===== src/rtl/id_seq_ctrl_pkg.sv =====
// Shared types and helpers for the ID digit sequencer: state encoding,
// count width and the wrap-aware advance function.
package id_seq_ctrl_pkg;

    localparam int CNT_W = 3;

    typedef enum logic [1:0] {
        ST_IDLE  = 2'd0,
        ST_RUN   = 2'd1,
        ST_PAUSE = 2'd2
    } state_t;

    // Returns {wrap, next_count}; bounded explicitly so count never leaves 0..last.
    function automatic logic [CNT_W:0] advance(
        input logic [CNT_W-1:0] cur,
        input logic             down,
        input logic [CNT_W-1:0] last
    );
        logic [CNT_W:0] res;
        if (down) begin
            if (cur == {CNT_W{1'b0}}) begin
                res = {1'b1, last};
            end else if (cur > last) begin
                res = {1'b0, last};
            end else begin
                res = {1'b0, cur - CNT_W'(1)};
            end
        end else begin
            if (cur >= last) begin
                res = {1'b1, {CNT_W{1'b0}}};
            end else begin
                res = {1'b0, cur + CNT_W'(1)};
            end
        end
        return res;
    endfunction

endpackage


===== src/rtl/id_seq_ctrl_edge_det.sv =====
// Registered rising-edge detector. The first clock after reset only captures
// the input level, so a line already high at reset release never fires.
module edge_det (
    input  logic clk,
    input  logic rst_n,
    input  logic d,
    output logic rise
);

    logic prev_r;
    logic armed_r;

    // Previous-sample and arming registers.
    always_ff @(posedge clk or negedge rst_n) begin
        if (!rst_n) begin
            prev_r  <= 1'b0;
            armed_r <= 1'b0;
        end else begin
            prev_r  <= d;
            armed_r <= 1'b1;
        end
    end

    assign rise = armed_r & d & ~prev_r;

endmodule


===== src/rtl/id_seq_ctrl.sv =====
// Digit-ROM address sequencer: IDLE/RUN/PAUSE control with a prescaled
// automatic advance, single-step, up/down direction and a wrap pulse.
module id_seq_ctrl
    import id_seq_ctrl_pkg::*;
#(
    parameter int DIV_MAX = 50000000,
    parameter int LAST    = 5
) (
    input  logic             clk,
    input  logic             rst_n,
    input  logic             clr,
    input  logic             start,
    input  logic             stop,
    input  logic             step,
    input  logic             dir,
    output logic [CNT_W-1:0] count,
    output logic             running,
    output logic             wrap
);

    localparam int                PW     = (DIV_MAX > 1) ? $clog2(DIV_MAX) : 1;
    localparam logic [PW-1:0]     PRE_TOP = PW'(DIV_MAX - 1);
    localparam logic [CNT_W-1:0]  LAST_C  = CNT_W'(LAST);

    state_t           state_r, state_n;
    logic [CNT_W-1:0] count_r, count_n;
    logic [PW-1:0]    pre_r, pre_n;
    logic             wrap_r, wrap_n;
    logic             running_r;
    logic             start_ev, stop_ev, step_ev;
    logic [CNT_W:0]   adv_s;

    edge_det u_start_det (.clk(clk), .rst_n(rst_n), .d(start), .rise(start_ev));
    edge_det u_stop_det  (.clk(clk), .rst_n(rst_n), .d(stop),  .rise(stop_ev));
    edge_det u_step_det  (.clk(clk), .rst_n(rst_n), .d(step),  .rise(step_ev));

    assign adv_s = advance(count_r, dir, LAST_C);

    // Next-state logic; priority clr > stop > start > step, only the winner acts.
    always_comb begin
        state_n = state_r;
        count_n = count_r;
        pre_n   = pre_r;
        wrap_n  = 1'b0;
        if (clr) begin
            state_n = ST_IDLE;
            count_n = {CNT_W{1'b0}};
            pre_n   = {PW{1'b0}};
        end else begin
            case (state_r)
                ST_IDLE: begin
                    count_n = {CNT_W{1'b0}};
                    pre_n   = {PW{1'b0}};
                    if (stop_ev) begin
                        state_n = ST_IDLE;
                    end else if (start_ev) begin
                        state_n = ST_RUN;
                    end else if (step_ev) begin
                        count_n = adv_s[CNT_W-1:0];
                        wrap_n  = adv_s[CNT_W];
                        state_n = ST_PAUSE;
                    end else begin
                        state_n = ST_IDLE;
                    end
                end
                ST_RUN: begin
                    // A stop freezes the prescaler so a resume finishes the partial period.
                    if (stop_ev) begin
                        state_n = ST_PAUSE;
                    end else if (pre_r >= PRE_TOP) begin
                        pre_n   = {PW{1'b0}};
                        count_n = adv_s[CNT_W-1:0];
                        wrap_n  = adv_s[CNT_W];
                    end else begin
                        pre_n = pre_r + PW'(1);
                    end
                end
                ST_PAUSE: begin
                    if (stop_ev) begin
                        state_n = ST_PAUSE;
                    end else if (start_ev) begin
                        state_n = ST_RUN;
                    end else if (step_ev) begin
                        count_n = adv_s[CNT_W-1:0];
                        wrap_n  = adv_s[CNT_W];
                    end else begin
                        state_n = ST_PAUSE;
                    end
                end
                default: begin
                    state_n = ST_IDLE;
                    count_n = {CNT_W{1'b0}};
                    pre_n   = {PW{1'b0}};
                end
            endcase
        end
    end

    // State, count, prescaler and registered outputs.
    always_ff @(posedge clk or negedge rst_n) begin
        if (!rst_n) begin
            state_r   <= ST_IDLE;
            count_r   <= {CNT_W{1'b0}};
            pre_r     <= {PW{1'b0}};
            wrap_r    <= 1'b0;
            running_r <= 1'b0;
        end else begin
            state_r   <= state_n;
            count_r   <= count_n;
            pre_r     <= pre_n;
            wrap_r    <= wrap_n;
            running_r <= (state_n == ST_RUN);
        end
    end

    assign count   = count_r;
    assign running = running_r;
    assign wrap    = wrap_r;

endmodule


===== config.mk =====
export PLATFORM = sky130hd
export DESIGN_NAME = id_seq_ctrl
export DESIGN_NICKNAME = d
export VERILOG_FILES = /design/src/rtl/id_seq_ctrl_pkg.sv /design/src/rtl/id_seq_ctrl_edge_det.sv /design/src/rtl/id_seq_ctrl.sv
export SDC_FILE = /design/constraint.sdc
export NUM_CORES = 1
export LEC_CHECK = 0
export ABC_AREA = 1
export CAP_MARGIN = 10
export CORE_ASPECT_RATIO = 0.8
export CORE_UTILIZATION = 57
export CTS_BUF_LIST = sky130_fd_sc_hd__clkbuf_8
export CTS_CLUSTER_SIZE = 24
export DETAILED_ROUTE_END_ITERATION = 8
export GPL_TIMING_DRIVEN = 0
export PLACE_DENSITY_LB_ADDON = 0.15
export SLEW_MARGIN = 20
export SYNTH_ARGS = -nofsm -noshare
export SYNTH_HDL_FRONTEND = slang
export SYNTH_SLANG_ARGS = --single-unit

===== constraint.sdc =====
create_clock -name clk -period 3.5 [get_ports clk]
set_input_delay 0.875 -clock clk [delete_from_list [all_inputs] [get_ports clk]]
set_output_delay 0.875 -clock clk [all_outputs]
set_load 0.05 [all_outputs]

==> results.sh <==
export IMPL_yosys_area_top_type="dfrtp_1"
export IMPL_grt_max_degree=25
export IMPL_ant_nets=0
export IMPL_totalWireLength_microns=4470
export IMPL_crit_slowest_cell="clkdlybuf4s50_1"
export IMPL_syn_area_sq_mm=0.00239
export IMPL_worst_path_stages=1
export IMPL_core_area_sq_mm=0.00390
export IMPL_route_detailed_drc=0
export IMPL_htreeDepth=2
export IMPL_run_status="finished, final reports clean"
export IMPL_postSynthRegisterBits=37
export IMPL_path_buf_inv=1
export IMPL_skew_ps=11.0
export IMPL_synth_top_family_by_area="simple AND/OR/NAND/NOR gates"
export IMPL_yosys_top_cells_count="nand2_1, inv_1, nor2_1, dfrtp_1, nand3_1"
export IMPL_track_usage=0.238
export IMPL_path_class="register to output pin"
export IMPL_drt_vias_per_instance=5.07
export IMPL_rsz0062_at_grt="no"
export IMPL_post_cts_resized=0
export IMPL_async_flop_share=1.00
export IMPL_synthSimpleGateAreaFrac=0.357
export IMPL_synth_edf_count=0
export IMPL_yosysMostFrequentCell="nand2_1"
export IMPL_ctsHoldBuffers=0
export IMPL_synth_nets=322
export IMPL_post_cts_buffers=0
export IMPL_yosysUniqueCellTypes=33
export IMPL_yosys_area_top_type_share=0.387
export IMPL_min_period_over_period=0.695
export IMPL_clk_latency_ps=300
export IMPL_worstPathArrival_ps=1560
export IMPL_root_buffer="clkbuf_8"
export IMPL_cp_cell_sequence="clkdlybuf4s50_1"
export IMPL_synth_fa_ha_area_frac=0.0470
export IMPL_use_met3=0.0506
export IMPL_netlist_top_cells_area="dfrtp_1, nand2_1, inv_1, nor2_1, xor2_1"
export IMPL_synthXorXnorAreaFrac=0.0622
export IMPL_fmax_mhz=411
export IMPL_ir_drop_uv=263
export IMPL_powerDensity_mw_per_mm2=332
export IMPL_synthMuxAreaShare=0
export IMPL_fin_area_sq_mm=0.00270
export IMPL_die_width_microns=74.5
export IMPL_n_antenna_cell=0
export IMPL_drive_gt1_frac=0.163
export IMPL_area_growth_pct=12.9
export IMPL_critPathLaunchType="register"
export IMPL_clkTransAtPathRegs_ps=80
export IMPL_post_dp_cell_area_sq_mm=0.00259
export IMPL_antenna_found_initial=0
export IMPL_post_place_ws_ps=968
export IMPL_clock_path_buffers=2
export IMPL_ys_seq_area_frac=0.387
export IMPL_met1_usage=0.367
export IMPL_tns_ps=0
export IMPL_dr_pass1_iters=4
export IMPL_nets=341
export IMPL_fin_ws_ps=1070
export IMPL_reg2reg_depth=12
export IMPL_yosysWarnings=0
export IMPL_ys_dominant_reg_cell="dfrtp_1"
export IMPL_critPathTopFamily="buffers and inverters"
export IMPL_leakage_nw=1.17
export IMPL_io_pins=12
export IMPL_cts_tree="yes"
export IMPL_n_fill_cell=331
export IMPL_grt_remaining_overflow=0
export IMPL_syn_avg_cell_area_sq_um=7.83
export IMPL_maxSlewViolCount=0
export IMPL_vias=1930
export IMPL_grt_pass1_wl_microns=7900
export IMPL_drv_cap=0
export IMPL_hpwl_microns=3550
export IMPL_cts_sinks=37
export IMPL_cts_buffers=5
export IMPL_use_met2=0.336
export IMPL_hold_viol=0
export IMPL_synth_compound_area_frac=0.0622
export IMPL_numPortBuffers=11
export IMPL_hold_class="primary input to asynchronous set/reset pin"
export IMPL_synthCells=306
export IMPL_required_ps=2620
export IMPL_setup_viol_count_final=0
export IMPL_placementRows=20
export IMPL_die_h_microns=60.0
export IMPL_top_usage_layer="met1"
export IMPL_cp_max_fo=5
export IMPL_setup_worst_path_end_class="output pin"
export IMPL_cpPeakStageDelay_ps=830
export IMPL_grt_pass1_vias=1725
export IMPL_initialDrtViolationCount=147
export IMPL_place_gp_congestion=0.917
export IMPL_die_area_sq_mm=0.00447
export IMPL_min_period_ps=2430
export IMPL_avgRoutedWirePerCell_microns=11.7
export IMPL_initial_utilization=0.613
-- state kept, by name, indices dropped and copies added, names as in the netlist --
name	cells
count	3
pre_r	26
running	1
state_r	2
u_start_det.prev_r	1
u_step_det.armed_r	1
u_step_det.prev_r	1
u_stop_det.prev_r	1
wrap	1
-- final timing paths --
path                             from        end  slack (ps)
min reg2reg                  pre_r[1]   pre_r[1]         520
max                          count[0]   count[0]        1070
min                             rst_n  pre_r[10]         470
max in group asynchronous       rst_n   pre_r[2]        2600
min in group clk             pre_r[1]   pre_r[1]         520
max reg2reg                state_r[0]  pre_r[15]        1630
-- metrics by stage --
stage | hold slack [ps] | util | power (W) | cells
after global placement | 497 | 0.659 | 0.000527 | 372
after floorplan | 479 | - | 0.000497 | 306
after CTS | 478 | 0.693 | 0.000907 | 381
after detailed placement | 506 | 0.663 | 0.000531 | 373
final | 468 | 0.693 | 0.000897 | 381
after global routing | 491 | 0.693 | 0.000936 | 381
-- final cells by class --
class / instances / area (sq um) / share of cell area
Buffer: 4 / 46.3 / 0.0171
Clock buffer: 5 / 68.8 / 0.0255
Clock inverter: 3 / 46.3 / 0.0171
Inverter: 40 / 153 / 0.0565
Multi-Input combinational cell: 225 / 1270 / 0.470
Sequential cell: 37 / 926 / 0.342
Tap cell: 55 / 68.8 / 0.0255
Timing Repair Buffer: 12 / 125 / 0.0463
-- where the power goes --
group          internal (W)  switching, W
Combinational     0.0000306     0.0000539
Sequential         0.000433    0.00000437
Clock              0.000213      0.000162
-- routing by layer --
metal	wire length [microns]	share of wire	up-vias
li1	-	-	1005
met2	1820	0.41	48
met4	30	0.0067	0
met3	218	0.049	4
met1	2390	0.54	873
met5	0	0	-
-- cells in the final DEF (no fill, tap or decap), types with 3 or more instances in the layout --
master,count
a21oi_1,5
clkbuf_8,5
clkdlybuf4s50_1,10
dfrtp_1,37
ha_1,9
inv_1,38
nand2_1,65
nand2_2,8
nand3_1,20
nand4_1,10
nor2_1,38
nor2_2,17
nor2_4,4
nor3_1,6
o21ai_0,6
o21bai_1,3
o22ai_1,3
xnor2_1,4
xor2_1,13
-- worst reg2reg max path: stages, from the launching register on --
cell	delay, ps
dfrtp_1	430
inv_1	90
ha_1	230
inv_1	90
nor2_2	60
inv_1	90
nand2_2	70
buf_6	140
nor2_4	120
nand2_2	70
nor2_2	150
xnor2_1	160
nor2_2	40
-- logic make-up (layout without fill, tap and decap cells) --
group,Yosys count,count (layout)
adder cells (fa/ha/maj),9,9
other,1,1
AO/OA/AOI/OAI,23,23
flip-flops,37,37
AND/OR/NAND/NOR,175,175
XOR/XNOR,17,17
buffers and inverters,44,64
No activity file was read; power rests on OpenSTA's default activity.
